==> config.mk <==
export PLATFORM = sky130hd
export DESIGN_NAME = ntt_stream_driver_flat
export DESIGN_NICKNAME = d
export VERILOG_FILES = /design/src/rtl/ntt_stream_driver_pkg.sv /design/src/rtl/ntt_stream_driver_if.sv /design/src/rtl/ntt_stream_driver_frame_buf.sv /design/src/rtl/ntt_stream_driver.sv /design/src/flat_wrapper.sv
export SDC_FILE = /design/constraint.sdc
export NUM_CORES = 1
export LEC_CHECK = 0
export ABC_AREA = 0
export BUFFER_PORTS_ARGS = -buffer_cell sky130_fd_sc_hd__buf_4
export CAP_MARGIN = 20
export CORE_UTILIZATION = 45
export DETAILED_ROUTE_END_ITERATION = 16
export PLACE_DENSITY_LB_ADDON = 0.1
export SLEW_MARGIN = 40
export SYNTH_ARGS = -nofsm -noshare
export SYNTH_HDL_FRONTEND = slang
export SYNTH_SLANG_ARGS = --single-unit
==> constraint.sdc <==
create_clock -name clock -period 3.3 [get_ports clock]
set_input_delay 0.33 -clock clock [delete_from_list [all_inputs] [get_ports clock]]
set_output_delay 0.33 -clock clock [all_outputs]
set_load 0.01 [all_outputs]
==> src/rtl/ntt_stream_driver_pkg.sv <==
// Shared types and constants for the NTT stream driver:
// frame geometry, buffer selects and sequencer states.
package ntt_stream_driver_pkg;

    localparam int WIDTH   = 18;
    localparam int N_PTS   = 8;
    localparam int IDX_W   = 3;
    localparam int OUT_LAT = 1;
    localparam int N_BUF   = 4;

    typedef logic [WIDTH-1:0] word_t;
    typedef logic [IDX_W-1:0] idx_t;

    typedef enum logic [1:0] {
        WR_SEL_COEFF = 2'd0,
        WR_SEL_W1    = 2'd1,
        WR_SEL_W2    = 2'd2,
        WR_SEL_W3    = 2'd3
    } wr_sel_e;

    typedef enum logic [2:0] {
        S_IDLE,
        S_SHIFT_IN,
        S_DRAIN,
        S_CAPTURE,
        S_UNLOAD
    } state_e;

endpackage

==> src/rtl/ntt_stream_driver_if.sv <==
// Host and core-facing signal bundle of the NTT stream driver.
// master = host/core side, slave = driver side.
interface ntt_stream_driver_if;
    import ntt_stream_driver_pkg::*;

    logic       wr_en;
    logic [1:0] wr_sel;
    idx_t       wr_addr;
    word_t      wr_data;
    logic       start;
    logic       cfg_mode;
    logic [1:0] cfg_radix_mode;
    logic       busy;
    word_t      input_core_stream;
    word_t      weight_1_stream;
    word_t      weight_2_stream;
    word_t      weight_3_stream;
    logic       streaming_mode;
    logic       mode;
    logic [1:0] radix_mode;
    word_t      output_core_stream;
    logic       res_valid;
    logic       res_ready;
    word_t      res_data;
    idx_t       res_index;
    logic       done;

    modport master (
        output wr_en, wr_sel, wr_addr, wr_data,
        output start, cfg_mode, cfg_radix_mode,
        output output_core_stream, res_ready,
        input  busy, input_core_stream,
        input  weight_1_stream, weight_2_stream, weight_3_stream,
        input  streaming_mode, mode, radix_mode,
        input  res_valid, res_data, res_index, done
    );

    modport slave (
        input  wr_en, wr_sel, wr_addr, wr_data,
        input  start, cfg_mode, cfg_radix_mode,
        input  output_core_stream, res_ready,
        output busy, input_core_stream,
        output weight_1_stream, weight_2_stream, weight_3_stream,
        output streaming_mode, mode, radix_mode,
        output res_valid, res_data, res_index, done
    );

endinterface

==> src/rtl/ntt_stream_driver_frame_buf.sv <==
// 4x8 frame register file: one write port, one read per buffer.
// Reads see a same-cycle write to the addressed word.
module ntt_stream_driver_frame_buf
    import ntt_stream_driver_pkg::*;
(
    input  logic                         clk_i,
    input  logic                         we_i,
    input  logic [1:0]                   sel_i,
    input  idx_t                         waddr_i,
    input  word_t                        wdata_i,
    input  idx_t                         raddr_i,
    output logic [N_BUF-1:0][WIDTH-1:0]  rdata_o
);

    word_t mem_q [N_BUF][N_PTS];

    always_ff @(posedge clk_i) begin
        if (we_i) mem_q[sel_i][waddr_i] <= wdata_i;
    end

    for (genvar b = 0; b < N_BUF; b++) begin : g_rd
        logic hit;
        assign hit = we_i && (sel_i == 2'(b)) && (waddr_i == raddr_i);
        assign rdata_o[b] = hit ? wdata_i : mem_q[b][raddr_i];
    end

endmodule

==> src/rtl/ntt_stream_driver.sv <==
// Buffers one 8-point frame, streams it into the NTT core,
// captures the serial result and drains it over valid/ready.
module ntt_stream_driver
    import ntt_stream_driver_pkg::*;
(
    input logic                 clock,
    input logic                 reset,
    ntt_stream_driver_if.slave  bus
);

    state_e state_q, state_d;
    idx_t   cnt_q, cnt_d;
    logic   sm_q, mode_q;
    logic [1:0] radix_q;
    logic [N_BUF-1:0][WIDTH-1:0] rd_data, strm_q, strm_d;
    word_t  res_q [N_PTS];
    logic   idle, accept, wr_ok, last, unload;
    idx_t   rd_idx;

    assign idle   = (state_q == S_IDLE);
    assign unload = (state_q == S_UNLOAD);
    assign accept = idle && bus.start;
    assign wr_ok  = idle && bus.wr_en;
    assign last   = (cnt_q == IDX_W'(N_PTS - 1));
    // Outputs are registered, so fetch the word for the next shift cycle.
    assign rd_idx = idle ? '0 : cnt_q + 3'd1;

    ntt_stream_driver_frame_buf u_buf (
        .clk_i   (clock),
        .we_i    (wr_ok),
        .sel_i   (bus.wr_sel),
        .waddr_i (bus.wr_addr),
        .wdata_i (bus.wr_data),
        .raddr_i (rd_idx),
        .rdata_o (rd_data)
    );

    always_comb begin
        state_d = state_q;
        cnt_d   = cnt_q;
        unique case (state_q)
            S_IDLE: begin
                if (accept) begin
                    state_d = S_SHIFT_IN;
                    cnt_d   = '0;
                end
            end
            S_SHIFT_IN: begin
                cnt_d = cnt_q + 3'd1;
                if (last) begin
                    state_d = S_DRAIN;
                    cnt_d   = '0;
                end
            end
            S_DRAIN: begin
                cnt_d = cnt_q + 3'd1;
                if (cnt_q == IDX_W'(OUT_LAT - 1)) begin
                    state_d = S_CAPTURE;
                    cnt_d   = '0;
                end
            end
            S_CAPTURE: begin
                cnt_d = cnt_q + 3'd1;
                if (last) begin
                    state_d = S_UNLOAD;
                    cnt_d   = '0;
                end
            end
            S_UNLOAD: begin
                if (bus.res_ready) begin
                    cnt_d = cnt_q + 3'd1;
                    if (last) begin
                        state_d = S_IDLE;
                        cnt_d   = '0;
                    end
                end
            end
            default: begin
                state_d = S_IDLE;
                cnt_d   = '0;
            end
        endcase
    end

    assign strm_d = (state_d == S_SHIFT_IN) ? rd_data : '0;

    always_ff @(posedge clock) begin
        if (reset) begin
            state_q <= S_IDLE;
            cnt_q   <= '0;
            strm_q  <= '0;
            sm_q    <= 1'b0;
            mode_q  <= 1'b0;
            radix_q <= '0;
        end else begin
            state_q <= state_d;
            cnt_q   <= cnt_d;
            strm_q  <= strm_d;
            sm_q    <= (state_d == S_SHIFT_IN);
            if (accept) begin
                mode_q  <= bus.cfg_mode;
                radix_q <= bus.cfg_radix_mode;
            end
        end
    end

    always_ff @(posedge clock) begin
        if (!reset && state_q == S_CAPTURE)
            res_q[cnt_q] <= bus.output_core_stream;
    end

    assign bus.busy              = !idle;
    assign bus.streaming_mode    = sm_q;
    assign bus.mode              = mode_q;
    assign bus.radix_mode        = radix_q;
    assign bus.input_core_stream = strm_q[0];
    assign bus.weight_1_stream   = strm_q[1];
    assign bus.weight_2_stream   = strm_q[2];
    assign bus.weight_3_stream   = strm_q[3];
    assign bus.res_valid         = unload;
    assign bus.res_data          = unload ? res_q[cnt_q] : '0;
    assign bus.res_index         = unload ? cnt_q : '0;
    assign bus.done              = unload && bus.res_ready && last;

endmodule

==> src/flat_wrapper.sv <==
// flat-port wrapper written by rule: the top's interface ports become plain ports
module ntt_stream_driver_flat import ntt_stream_driver_pkg::*;
  (clock, reset, bus_wr_en, bus_wr_sel, bus_wr_addr, bus_wr_data, bus_start, bus_cfg_mode, bus_cfg_radix_mode, bus_output_core_stream, bus_res_ready, bus_busy, bus_input_core_stream, bus_weight_1_stream, bus_weight_2_stream, bus_weight_3_stream, bus_streaming_mode, bus_mode, bus_radix_mode, bus_res_valid, bus_res_data, bus_res_index, bus_done);
  ntt_stream_driver_if bus_i ();
  input logic clock;
  input logic reset;
  input wire logic [$bits(bus_i.wr_en)-1:0] bus_wr_en;
  input wire logic [$bits(bus_i.wr_sel)-1:0] bus_wr_sel;
  input wire logic [$bits(bus_i.wr_addr)-1:0] bus_wr_addr;
  input wire logic [$bits(bus_i.wr_data)-1:0] bus_wr_data;
  input wire logic [$bits(bus_i.start)-1:0] bus_start;
  input wire logic [$bits(bus_i.cfg_mode)-1:0] bus_cfg_mode;
  input wire logic [$bits(bus_i.cfg_radix_mode)-1:0] bus_cfg_radix_mode;
  input wire logic [$bits(bus_i.output_core_stream)-1:0] bus_output_core_stream;
  input wire logic [$bits(bus_i.res_ready)-1:0] bus_res_ready;
  output wire logic [$bits(bus_i.busy)-1:0] bus_busy;
  output wire logic [$bits(bus_i.input_core_stream)-1:0] bus_input_core_stream;
  output wire logic [$bits(bus_i.weight_1_stream)-1:0] bus_weight_1_stream;
  output wire logic [$bits(bus_i.weight_2_stream)-1:0] bus_weight_2_stream;
  output wire logic [$bits(bus_i.weight_3_stream)-1:0] bus_weight_3_stream;
  output wire logic [$bits(bus_i.streaming_mode)-1:0] bus_streaming_mode;
  output wire logic [$bits(bus_i.mode)-1:0] bus_mode;
  output wire logic [$bits(bus_i.radix_mode)-1:0] bus_radix_mode;
  output wire logic [$bits(bus_i.res_valid)-1:0] bus_res_valid;
  output wire logic [$bits(bus_i.res_data)-1:0] bus_res_data;
  output wire logic [$bits(bus_i.res_index)-1:0] bus_res_index;
  output wire logic [$bits(bus_i.done)-1:0] bus_done;
  assign bus_i.wr_en = bus_wr_en;
  assign bus_i.wr_sel = bus_wr_sel;
  assign bus_i.wr_addr = bus_wr_addr;
  assign bus_i.wr_data = bus_wr_data;
  assign bus_i.start = bus_start;
  assign bus_i.cfg_mode = bus_cfg_mode;
  assign bus_i.cfg_radix_mode = bus_cfg_radix_mode;
  assign bus_i.output_core_stream = bus_output_core_stream;
  assign bus_i.res_ready = bus_res_ready;
  assign bus_busy = bus_i.busy;
  assign bus_input_core_stream = bus_i.input_core_stream;
  assign bus_weight_1_stream = bus_i.weight_1_stream;
  assign bus_weight_2_stream = bus_i.weight_2_stream;
  assign bus_weight_3_stream = bus_i.weight_3_stream;
  assign bus_streaming_mode = bus_i.streaming_mode;
  assign bus_mode = bus_i.mode;
  assign bus_radix_mode = bus_i.radix_mode;
  assign bus_res_valid = bus_i.res_valid;
  assign bus_res_data = bus_i.res_data;
  assign bus_res_index = bus_i.res_index;
  assign bus_done = bus_i.done;
  ntt_stream_driver u_core (.clock(clock), .reset(reset), .bus(bus_i));
endmodule
**Word-level counts from Yosys, hierarchy flattened**

Memories as Yosys holds them, arrays and structs flattened. A register that Yosys moved wholly into a read port is not among the register bits.
Index checks and enable logic that the tools add are counted.

- Register bits after elaboration: 82
- RAM bits: 720
- Output and inout bits: 100
- Memories: 2

Memory list:

| memory | depth | width | read ports | clocked after Yosys merged registers in | wr ports | line | source |
|---|---|---|---|---|---|---|---|
| u_core.u_buf.mem_q | 4 | 144 | 4 | 0 | 1 | ntt_stream_driver_frame_buf.sv:15 | `word_t mem_q [N_BUF][N_PTS];` |
| u_core.res_q | 8 | 18 | 1 | 1 | 1 | ntt_stream_driver.sv:16 | `word_t res_q [N_PTS];` |

- Add/subtract/negate cells: 1
- Magnitude comparators: 3
- Equality and inequality tests: 12
- Mux-type cells: 39
- Bitwise operators: 3
- Reduce and logical (&&, ||, !) cells: 22

Operators by type and width:

| operator | number |
|---|---|
| $mux 18 | 14 |
| $bmux 18 s3 | 4 |
| $mux 144 | 1 |
| $demux 18 s3 | 1 |
| $mux 3 | 14 |
| $pmux 3 s5 | 1 |
| $logic_and 1x1->1 | 14 |
| $pmux 3 s4 | 1 |
| $ge 4x4->1 const B | 2 |
| $not 3->4 | 2 |
| $eq 3x1->1 const B | 2 |
| $eq 3x2->1 const B | 2 |
| $eq 3x3->1 const B | 2 |
| $logic_not 3->1 | 2 |
| $eq 2x2->1 const B | 2 |
| $lt 4x1->1 const B | 1 |
| $ne 2x2->1 const B | 2 |
| $reduce_or 2->1 | 2 |
| $add 3x1->3 const B | 1 |
| $eq 3x3->1 | 1 |
| $mux 1 | 3 |
| $eq 2x1->1 const B | 1 |
| $logic_not 1->1 | 2 |
| $logic_not 2->1 | 1 |
| other kinds (2) | 2 |

**Depth between registers and ports, before layout**

Gate-level depths: netlist (run 1).

- Word-level depth: 7
- Gate-level depth with buffers: 11
- Gate-level depth less buffers: 7

**Cells and area by module**

Synthesis (run 1) repeated with hierarchy kept, for this count alone.

- Cells, all modules: 1422
- Area total of the unflattened synthesis: 30898.4 um^2

Modules (own cells, without submodules):

| module | times used | cells an instance | area an instance (um^2) | sequential area each (um^2) |
|---|---|---|---|---|
| ntt_stream_driver_frame_buf | 1 | 967 | 22713.0 | 17296.6 |
| ntt_stream_driver | 1 | 455 | 8185.4 | 6025.8 |

**Worst setup path before layout (run 1)**

No wires, ideal clock.

- Path kind: register to register
- From: reg u_core.cnt_q[0]
- To: mem u_core.res_q[1][0] (netlist name) (enable)
- Setup time: 416 ps
- Arrival time: 2343 ps
- Path slack: 542 ps
- Cell stages (with the launch flop): 6
- Path buffers: 3
- Clock period less this slack: 2758 ps
- Cells stage by stage: dfxtp_1 -> buf_2 -> buf_2 -> buf_2 -> nand4_1 -> nor3_1

RTL lines:

| item | line | source |
|---|---|---|
| start, declared | ntt_stream_driver.sv:12 | `idx_t cnt_q, cnt_d;` |
| start signal, assigned | ntt_stream_driver.sv:97 | `cnt_q <= cnt_d;` |
| end, declared | ntt_stream_driver.sv:16 |  |

No word-level cell before the write port.

**Worst setup path in the final report (run 1)**

- From: reg u_core.state_q[0]
- To: out bus_busy

- Word-level cells in the longest chain between the ends: 2

RTL lines:

| item | line | source |
|---|---|---|
| start, declared | ntt_stream_driver.sv:11 | `state_e state_q, state_d;` |
| start signal, assigned | ntt_stream_driver.sv:96 | `state_q <= state_d;` |
| $logic_not 3->1 | ntt_stream_driver.sv:20 | `assign idle = (state_q == S_IDLE);` |
| $logic_not 1->1 | ntt_stream_driver.sv:112 | `assign bus.busy = !idle;` |
| end, declared | flat_wrapper.sv:16 | `output wire logic [$bits(bus_i.busy)-1:0] bus_busy;` |

Every way passes these cells.

==> results.txt, run 1 <==
Area growth syn-to-layout -> 17.40%
# DRC -> 0
Number of routed nets with antenna violations -> 0
CTS tree -> built
Crit end category -> output port
Site Rows -> 96
Vias -> 17560
Worst-path clk slew -> 0.06 ns
Cells after Synth -> 1869
Core ar. -> 69070 µm²
Worst Tran Pin Value -> 0.8333 ns
IO Pins -> 149
Reg2reg end -> u_core.bus.weight_3_stream[16]$_SDFF_PP0_
Vias in the first global route -> 17782
Top cells by count, synth -> 720 x edfxtp_1, 148 x a21oi_1, 138 x a211oi_1
Detailed Route WL -> 77200 µm
Final hold violations -> 0
FFs w/ async S/R, synth -> 0
Dpl ws -> 0.6541 ns
Share of layout cells above drive strength 1 -> 0.2319
Post-synthesis sequential area ratio -> 0.7378
Run status -> finished clean
Worst endpoint data arrival time -> 2.47 ns
Worst R2R Path Depth -> 7
Fill count -> 5552
Setup TNS -> 0 ns
Fin nets -> 2121
Metal-1 WL -> 34910 µm
Largest net degree at the start of global routing -> 106
RSZ-0062 raised after global routing -> no
Worst-path fanout max -> 52
Chip Width -> 267.0 µm
Maximum vdd drop -> 0.0004244 V
Port-buffer cells -> 148
Synth warnings -> 0
Clk_lat worst skew -> 0.63 ns
Reg2Reg Setup Slack -> 0.58 ns
Number of synthesized flops with an enable pin -> 720
Critical Path Start Type -> register
Setup violations, final -> 0
Hold crit path type -> input port to register
Maximum clock insertion buffer count -> 3
Root Driver -> clkbuf_16
Unique cell type count in the Yosys netlist -> 46
Post_cts resized -> 0
Minimum clock period -> 2.800 ns
Final Util -> 0.5373
Synth area leaders -> edfxtp_1 68%, mux4_2 7.5%, dfxtp_1 5.4%
Leading area contributor after synthesis -> edfxtp_1
GR Overflow Total -> 0
Max_cap viols -> 0
Worst Setup EP -> bus_busy
Detailed Place HPWL -> 43120 µm
First-pass GRT wire length -> 114900 µm
Yosys top cell area share -> 0.6840
Initial antenna violation count -> 2
Leakage -> 0.01201 µW
Non-filler instance count after layout -> 3073
FMAX -> 0.3571 GHz
Vias per cell -> 5.714
Seq cells post-synth -> 805
Mapped Area -> 31610 µm²
H-tree depth -> 3
Reg2Reg Launch Point -> u_core.cnt_q[1]$_SDFFE_PP0P_
Mean Syn Cell Area -> 16.91 µm²
TritonCTS buffer count -> 84
Count leader, synth -> edfxtp_1
Period utilisation layout -> 0.8486
CTS Sinks -> 805
Final max-slew violation count -> 0
Initial core utilization -> 0.4577
Worst setup startpoint -> u_core.state_q[0]$_SDFF_PP0_
Top_reg_cell synth -> edfxtp_1
Final setup margin -> 0.4996 ns
Kind of critical path -> register to output port
Uppermost routed layer -> met4
PD cells -> 599.7 nW/µm²
Placed cell count -> 2892
Met3 WL -> 3686 µm
GRT Overall Usage -> 0.2190
Full die area -> 71310 µm²
Met2 wire length -> 36900 µm
CP required -> 2.97 ns
Mapped Nets -> 1921
Layout Skew -> 0.02272 ns
Relative slew slack -> 0.4445
Routed WL per cell -> 25.12 µm
Fin Hold WS -> 0.04516 ns
Postcts setup bufs -> 0
Iter 0 DRT Violations -> 1340
GPL Wtd Cong -> 0.7648
Die Ht -> 267.0 µm
First-pass DRT Iterations -> 5
==> critical path, cell delays in order, from the launching register on <==
cell and delay, ns:
dfxtp_1 0.47, nor3_4 0.45, buf_12 0.28, buf_12 0.25
inv_1 0.20, buf_4 0.19
==> flip-flops by register name (all words and copies together) (netlist names), named ones only <==
register / flops
u_core.u_buf.mem_q: 576
u_core.res_q: 144
u_core.bus.input_core_stream: 18
u_core.bus.weight_1_stream: 18
u_core.bus.weight_2_stream: 18
u_core.bus.weight_3_stream: 18
u_core.cnt_q: 3
u_core.state_q: 3
u_core.bus.radix_mode: 2
u_core.bus.mode: 1
u_core.bus.streaming_mode: 1
==> report_power, final <==
part	internal (µW)	total (µW)	switching, µW
registers	11200	11300	60.8
clock network	5630	9470	3840
logic	646	1520	871
total	17500	22300	4770
==> area by class of cell <==
class	count	area, µm²	share of cell area
Antenna cell	3	7.507	0.0002023
Inverter	10	37.54	0.001011
Timing Repair Buffer	252	2062	0.05556
Clock buffer	127	2426	0.06537
Clock inverter	29	347.8	0.009373
Sequential cell	805	23330	0.6286
Multi-Input combinational cell	916	7736	0.2085
Tap cell	931	1165	0.03139
==> how the worst min path moves through the flow <==
stage,slack (ns),start,depth (start not counted),end
global placement,0.45,u_core.bus.radix_mode[0]$_SDFFE_PP0P_,2,u_core.bus.radix_mode[0]$_SDFFE_PP0P_
CTS,0.02,bus_start,3,u_core.bus.radix_mode[0]$_SDFFE_PP0P_
floorplan,0.43,bus_output_core_stream[0],0,u_core.res_q[0][0]$_DFFE_PP_
global route,0.05,bus_start,3,u_core.bus.radix_mode[1]$_SDFFE_PP0P_
finish,0.05,bus_start,3,u_core.bus.radix_mode[0]$_SDFFE_PP0P_
detailed placement,0.45,u_core.bus.mode$_SDFFE_PP0P_,2,u_core.bus.mode$_SDFFE_PP0P_
==> per-stage QoR <==
stage	power [µW]	cell area, µm²
floorplan	12360	31610
global placement	12970	34090
detailed placement	12990	34100
CTS	22470	37100
global route	22980	37110
finish	22260	37110
==> placed cells by master (no fill, tap or decap), types with 29 or more instances in the layout <==
master / netlist / layout
or3_1: 69 / 69
clkbuf_16: 0 / 86
buf_4: 10 / 219
a2bb2oi_1: 69 / 69
dfxtp_1: 85 / 82
a211oi_1: 138 / 138
a21oi_1: 148 / 148
edfxtp_1: 720 / 720
nor2_1: 135 / 111
clkbuf_1: 72 / 29
mux2i_1: 93 / 93
mux4_2: 105 / 105
nand2b_1: 74 / 74
==> logic make-up after synthesis <==
group / count (synthesis) / share of synthesized area
flops: 805 / 0.7378
compound gates: 378 / 0.08102
simple gates: 335 / 0.05411
mux: 199 / 0.1046
buf+inv: 148 / 0.02102
fa+ha+maj: 3 / 0.001188
xor+xnor: 1 / 0.0002771
==> metal layers <==
| metal | GRT usage | vias to the layer above |
|---|---|---|
| met5 | 0 | - |
| met4 | 0.06803 | 0 |
| met3 | 0.02962 | 111 |
| met2 | 0.3520 | 490 |
| met1 | 0.3103 | 9102 |
| li1 | - | 7857 |
==> repair_timing <==
action	CTS	global route
hold buffers	22	0
setup endpoints to repair	0	0
hold endpoints to repair	151	0
(Power assumes the default switching activity.)
==> inputs of run 2 (changes only) <==
Clock period 3.3 ns to 2.6 ns, I/O delays scaled along.
==> run 2 against run 1 <==
  * Sequential power rose by 27%
  * Critical endpoint is now bus_res_data[3]
  * Clock power grew 26%
  * Clock-buffer cell count down 11
  * Power up 26%
  * Final area increased by 1.2%
  * Largest power group unchanged
  * First-iteration DRC count rose by 8.4%
  * Combinational power grew 30%
==> results.txt, run 2 (same netlist as run 1, synthesis figures left out) <==
Share of layout cells above drive strength 1 -> 0.2406
GRT Overall Usage -> 0.2155
Pwr Total -> 28120 µW
Worst R2R Path Depth -> 6
H-tree depth -> 3
Vias -> 17527
Fill count -> 5482
Area growth syn-to-layout -> 18.77%
Detailed Route WL -> 76180 µm
Final Util -> 0.5436
Layout Skew -> 0.02905 ns
Crit end category -> output port
Worst-path clk slew -> 0.06 ns
Worst Tran Pin Value -> 0.8076 ns
Fin nets -> 2142
Hold crit path type -> input port to register
Iter 0 DRT Violations -> 1453
Initial core utilization -> 0.4577
Core ar. -> 69070 µm²
Hold path depth -> 4
Minimum clock period -> 2.484 ns
First-pass DRT Iterations -> 7
# DRC -> 0
Full die area -> 71310 µm²
Setup violations, final -> 0
Worst endpoint data arrival time -> 2.22 ns
Max reg flops -> 576
Leakage -> 0.01218 µW
TritonCTS buffer count -> 84
Placed Instance Area -> 34520 µm²
Area occupied by multi-input gates -> 7734 µm²
Chip Width -> 267.0 µm
Final max-slew violation count -> 0
Commonest non-fill, non-tap cells in the layout -> 720 x edfxtp_1, 215 x buf_4, 148 x a21oi_1
Postcts setup bufs -> 0
Max_cap viols -> 0
FF+latch area -> 23330 µm²
Die Ht -> 267.0 µm
Clk_lat worst skew -> 0.63 ns
Commonest non-fill, non-tap cell in the layout -> edfxtp_1
Detailed Place HPWL -> 41840 µm
Initial antenna violation count -> 5
Period utilisation layout -> 0.9554
Fin Hold WS -> 0.05291 ns
Number of routed nets with antenna violations -> 0
IO Pins -> 149
Critical Path Start Type -> register
Worst-path fanout max -> 18
Largest net degree at the start of global routing -> 87
CTS Sinks -> 805
Top flop regs -> u_core.u_buf.mem_q x576, u_core.res_q x144
Vias in the first global route -> 17653
First-pass GRT wire length -> 113000 µm
Root Driver -> clkbuf_16
Run status -> finished clean
Vias per cell -> 5.663
Maximum vdd drop -> 0.0005206 V
Maximum clock insertion buffer count -> 3
Post_cts resized -> 0
Relative slew slack -> 0.4616
CP required -> 2.34 ns
Site Rows -> 96
Kind of critical path -> register to output port
GPL Wtd Cong -> 0.7892
Design area -> 37540 µm²
Setup TNS -> 0 ns
RSZ-0062 raised after global routing -> no
CTS tree -> built
Register with the most flip-flops -> u_core.u_buf.mem_q
PD cells -> 749.0 nW/µm²
FMAX -> 0.4026 GHz
Port-buffer cells -> 148
GR Overflow Total -> 0
Routed WL per cell -> 24.61 µm
Final hold violations -> 0
## run 2: cell count changes in the layout (fill, tap and decap cells not counted), sizes merged
| cell | delta |
|---|---|
| buf | +17 |
| clkinv | +13 |
| clkbuf | -10 |
| dlygate4sd3 | +3 |
| bufinv | -1 |
| clkinvlp | +1 |
| inv | -1 |
## run 2: worst paths after layout
kind	start	slack [ns]	end
max	register	0.12	bus_res_data[3]
min	bus_res_ready	0.05	u_core.cnt_q[2]$_SDFFE_PP0P_
max reg2reg	u_core.cnt_q[1]$_SDFFE_PP0P_	0.19	u_core.bus.weight_2_stream[0]$_SDFF_PP0_
min reg2reg	u_core.bus.radix_mode[1]$_SDFFE_PP0P_	0.47	u_core.bus.radix_mode[1]$_SDFFE_PP0P_
## run 2: stage by stage
stage	instances	setup slack [ns]
after floorplan	1869	0.1320
after global routing	3092	0.01066
after global placement	2909	0.2092
after detailed placement	2909	0.1842
after CTS	3091	0.01774
final	3095	0.1159
## run 2: timing repair
item                       CTS  global route
hold endpoints to repair   151             0
hold buffers                25             0
setup endpoints to repair    0             6
## run 2: worst max-delay path, cell delays in order, from the launching register on
cell	delay, ns
dfxtp_2	0.41
clkbuf_16	0.25
mux4_2	0.53
mux2i_1	0.19
nor2_1	0.06
buf_4	0.15
## run 2: where the power goes
| group | switching [µW] | internal (µW) |
|---|---|---|
| Combinational | 1110 | 860 |
| Clock | 4910 | 6950 |
| Sequential | 71.0 | 14200 |
## run 2: metal layers
layer	global-route usage	up-vias	wire length (µm)
met4	0.06726	4	1902
li1	-	7915	-
met5	0	-	23
met2	0.3449	454	36390
met1	0.3042	9037	34040
met3	0.03321	117	3827
## run 2: layout make-up
class,instances,share of cell area
flip-flops and latches,805,0.6213
multi-input cells,916,0.2060
repair buffers,273,0.06738
clock buffers,116,0.06269
well taps,931,0.03103
clock inverters,41,0.01040
inverters,10,0.0009998
diodes,3,0.0002000
==> inputs of run 3 (changes only) <==
Settings changed: ABC_AREA 0 to unset, CORE_UTILIZATION 45 to 61.
==> run 3 against run 2 <==
  * The flow now finishes with violations (antenna rules)
  * Utilization increased by 18 points
  * Cell count decreased by 8.5%
  * Clock power about the same
  * Global-route usage increased by 6.2 points
  * Sequential power about the same
  * Clock skew is 0.012 ns lower
  * First-iteration DRC count up 26%
  * Worst setup slack got worse by 0.016 ns
  * Via count rose by 2.4%
  * Maximum frequency fell by 0.65%
  * Critical path depth is 1 lower
==> results.txt, run 3 (same netlist as run 1, synthesis figures left out) <==
Port-buffer cells -> 148
Final setup margin -> 0.09974 ns
Design area -> 37210 µm²
H-tree depth -> 3
Reg2Reg Launch Point -> u_core.cnt_q[1]$_SDFFE_PP0P_
Commonest non-fill, non-tap cells in the layout -> 720 x edfxtp_1, 205 x buf_4, 148 x a21oi_1
Period utilisation layout -> 0.9616
Fin Hold WS -> 0.05705 ns
Largest net degree at the start of global routing -> 89
Placed Instance Area -> 34240 µm²
GRT Overall Usage -> 0.2778
Worst R2R Path Depth -> 6
# DRC -> 0
Max_cap viols -> 0
Kind of critical path -> register to output port
Iter 0 DRT Violations -> 1835
Final max-slew violation count -> 0
TritonCTS buffer count -> 78
First-pass DRT Iterations -> 5
Worst-path clk slew -> 0.06 ns
Register with the most flip-flops -> u_core.u_buf.mem_q
Commonest non-fill, non-tap cell in the layout -> edfxtp_1
Number of routed nets with antenna violations -> 1
Vias in the first global route -> 17954
Worst Tran Pin Value -> 0.6423 ns
Critical Path Start Type -> register
Chip Width -> 229.6 µm
Vias -> 17940
Top flop regs -> u_core.u_buf.mem_q x576, u_core.res_q x144
CP required -> 2.34 ns
Dpl ws -> 0.1907 ns
Initial core utilization -> 0.6162
Hold crit path type -> input port to register
Hold path depth -> 4
Site Rows -> 83
Vias per cell -> 6.335
Detailed Route WL -> 72110 µm
IO Pins -> 149
Die Ht -> 229.6 µm
HP Start -> bus_res_ready
FMAX -> 0.4000 GHz
Reg2Reg Setup Slack -> 0.19 ns
Minimum clock period -> 2.500 ns
Share of layout cells above drive strength 1 -> 0.2329
Reg2reg end -> u_core.bus.weight_3_stream[10]$_SDFF_PP0_
Full die area -> 52740 µm²
Leakage -> 0.01217 µW
GR Overflow Total -> 0
Initial antenna violation count -> 2
Maximum vdd drop -> 0.0007485 V
Core ar. -> 51300 µm²
Root Driver -> clkbuf_16
Layout Skew -> 0.01716 ns
Routed WL per cell -> 25.46 µm
Maximum clock insertion buffer count -> 3
Setup TNS -> 0 ns
Crit end category -> output port
Run status -> finished, violations left
Relative slew slack -> 0.5712
CTS Sinks -> 805
CTS tree -> built
Max reg flops -> 576
RSZ-0062 raised after global routing -> no
Final hold violations -> 0
Clk_lat worst skew -> 0.62 ns
PD cells -> 747.8 nW/µm²
GPL Wtd Cong -> 0.7894
Detailed Place HPWL -> 39510 µm
Fin nets -> 2133
Pwr Total -> 27830 µW
First-pass GRT wire length -> 107900 µm
Hold Path End -> u_core.cnt_q[2]$_SDFFE_PP0P_
Setup violations, final -> 0
Failing checks -> antenna rules
Worst-path fanout max -> 61
Area growth syn-to-layout -> 17.71%
Worst endpoint data arrival time -> 2.24 ns
[run 3: cell types whose count changed in the layout (fill, tap and decap cells not counted), moves of 3 or more]
cell / previous run / this run
buf_12: 32 / 40
clkinv_2: 19 / 15
buf_4: 215 / 205
bufinv_16: 6 / 10
clkinvlp_4: 4 / 0
clkbuf_16: 86 / 83
nor2_1: 112 / 117
nor2_2: 23 / 18
clkbuf_8: 11 / 5
[run 3: per-layer routing]
metal | global-route usage | up-vias | share of wire
li1 | - | 7886 | -
met1 | 0.3798 | 9165 | 0.41
met2 | 0.4579 | 771 | 0.50
met3 | 0.04793 | 114 | 0.071
met4 | 0.09063 | 4 | 0.023
met5 | 0 | - | 0.00044
[run 3: where the power goes]
| group | leakage [µW] | switching [µW] | internal, µW |
|---|---|---|---|
| combinational | 0.00368 | 1100 | 872 |
| clock | 0.00131 | 4640 | 6930 |
| sequential | 0.00718 | 71.2 | 14200 |
| total | 0.0122 | 5810 | 22000 |
[run 3: through the flow]
stage                       util  cells
after floorplan                -   1869
after global placement    0.6675   2654
after detailed placement  0.6675   2654
after CTS                 0.7240   2824
after global routing      0.7251   2827
final                     0.7253   2832
[run 3: worst max-delay path, stage by stage, from the launching register on]
cell and delay [ns]:
dfxtp_1 0.50, nor3_4 0.32, buf_12 0.30, inv_1 0.24, buf_4 0.20
[run 3: worst max-delay path by stage]
stage / slack [ns] / startpoint / depth (start not counted) / end
after floorplan: 0.13 / u_core.cnt_q[0]$_SDFFE_PP0P_ / 11 / u_core.bus.input_core_stream[15]$_SDFF_PP0_
after global placement: 0.27 / u_core.cnt_q[1]$_SDFFE_PP0P_ / 6 / u_core.bus.input_core_stream[9]$_SDFF_PP0_
after detailed placement: 0.19 / u_core.cnt_q[1]$_SDFFE_PP0P_ / 8 / u_core.bus.weight_2_stream[16]$_SDFF_PP0_
after CTS: 0.03 / register / 5 / bus_res_data[2]
after global routing: 0.02 / u_core.state_q[2]$_SDFF_PP0_ / 4 / bus_res_index[0]
final: 0.1 / u_core.state_q[2]$_SDFF_PP0_ / 4 / bus_busy
[run 3: timing repair]
item / CTS / global route
setup buffers: 0 / 1
hold buffers: 24 / 0
endpoints found under the hold margin: 151 / 0
gates resized for setup: 0 / 2
setup endpoints to repair: 0 / 5
[run 3: final cells by class]
cell class              instances  area, µm²
flip-flops and latches        805      23330
fillers                      3174      14090
multi-input cells             916       7721
repair buffers                270       2605
clock buffers                 107       2196
well taps                     680      850.8
clock inverters                39      460.4
inverters                      10      37.54
diodes                          5      12.51
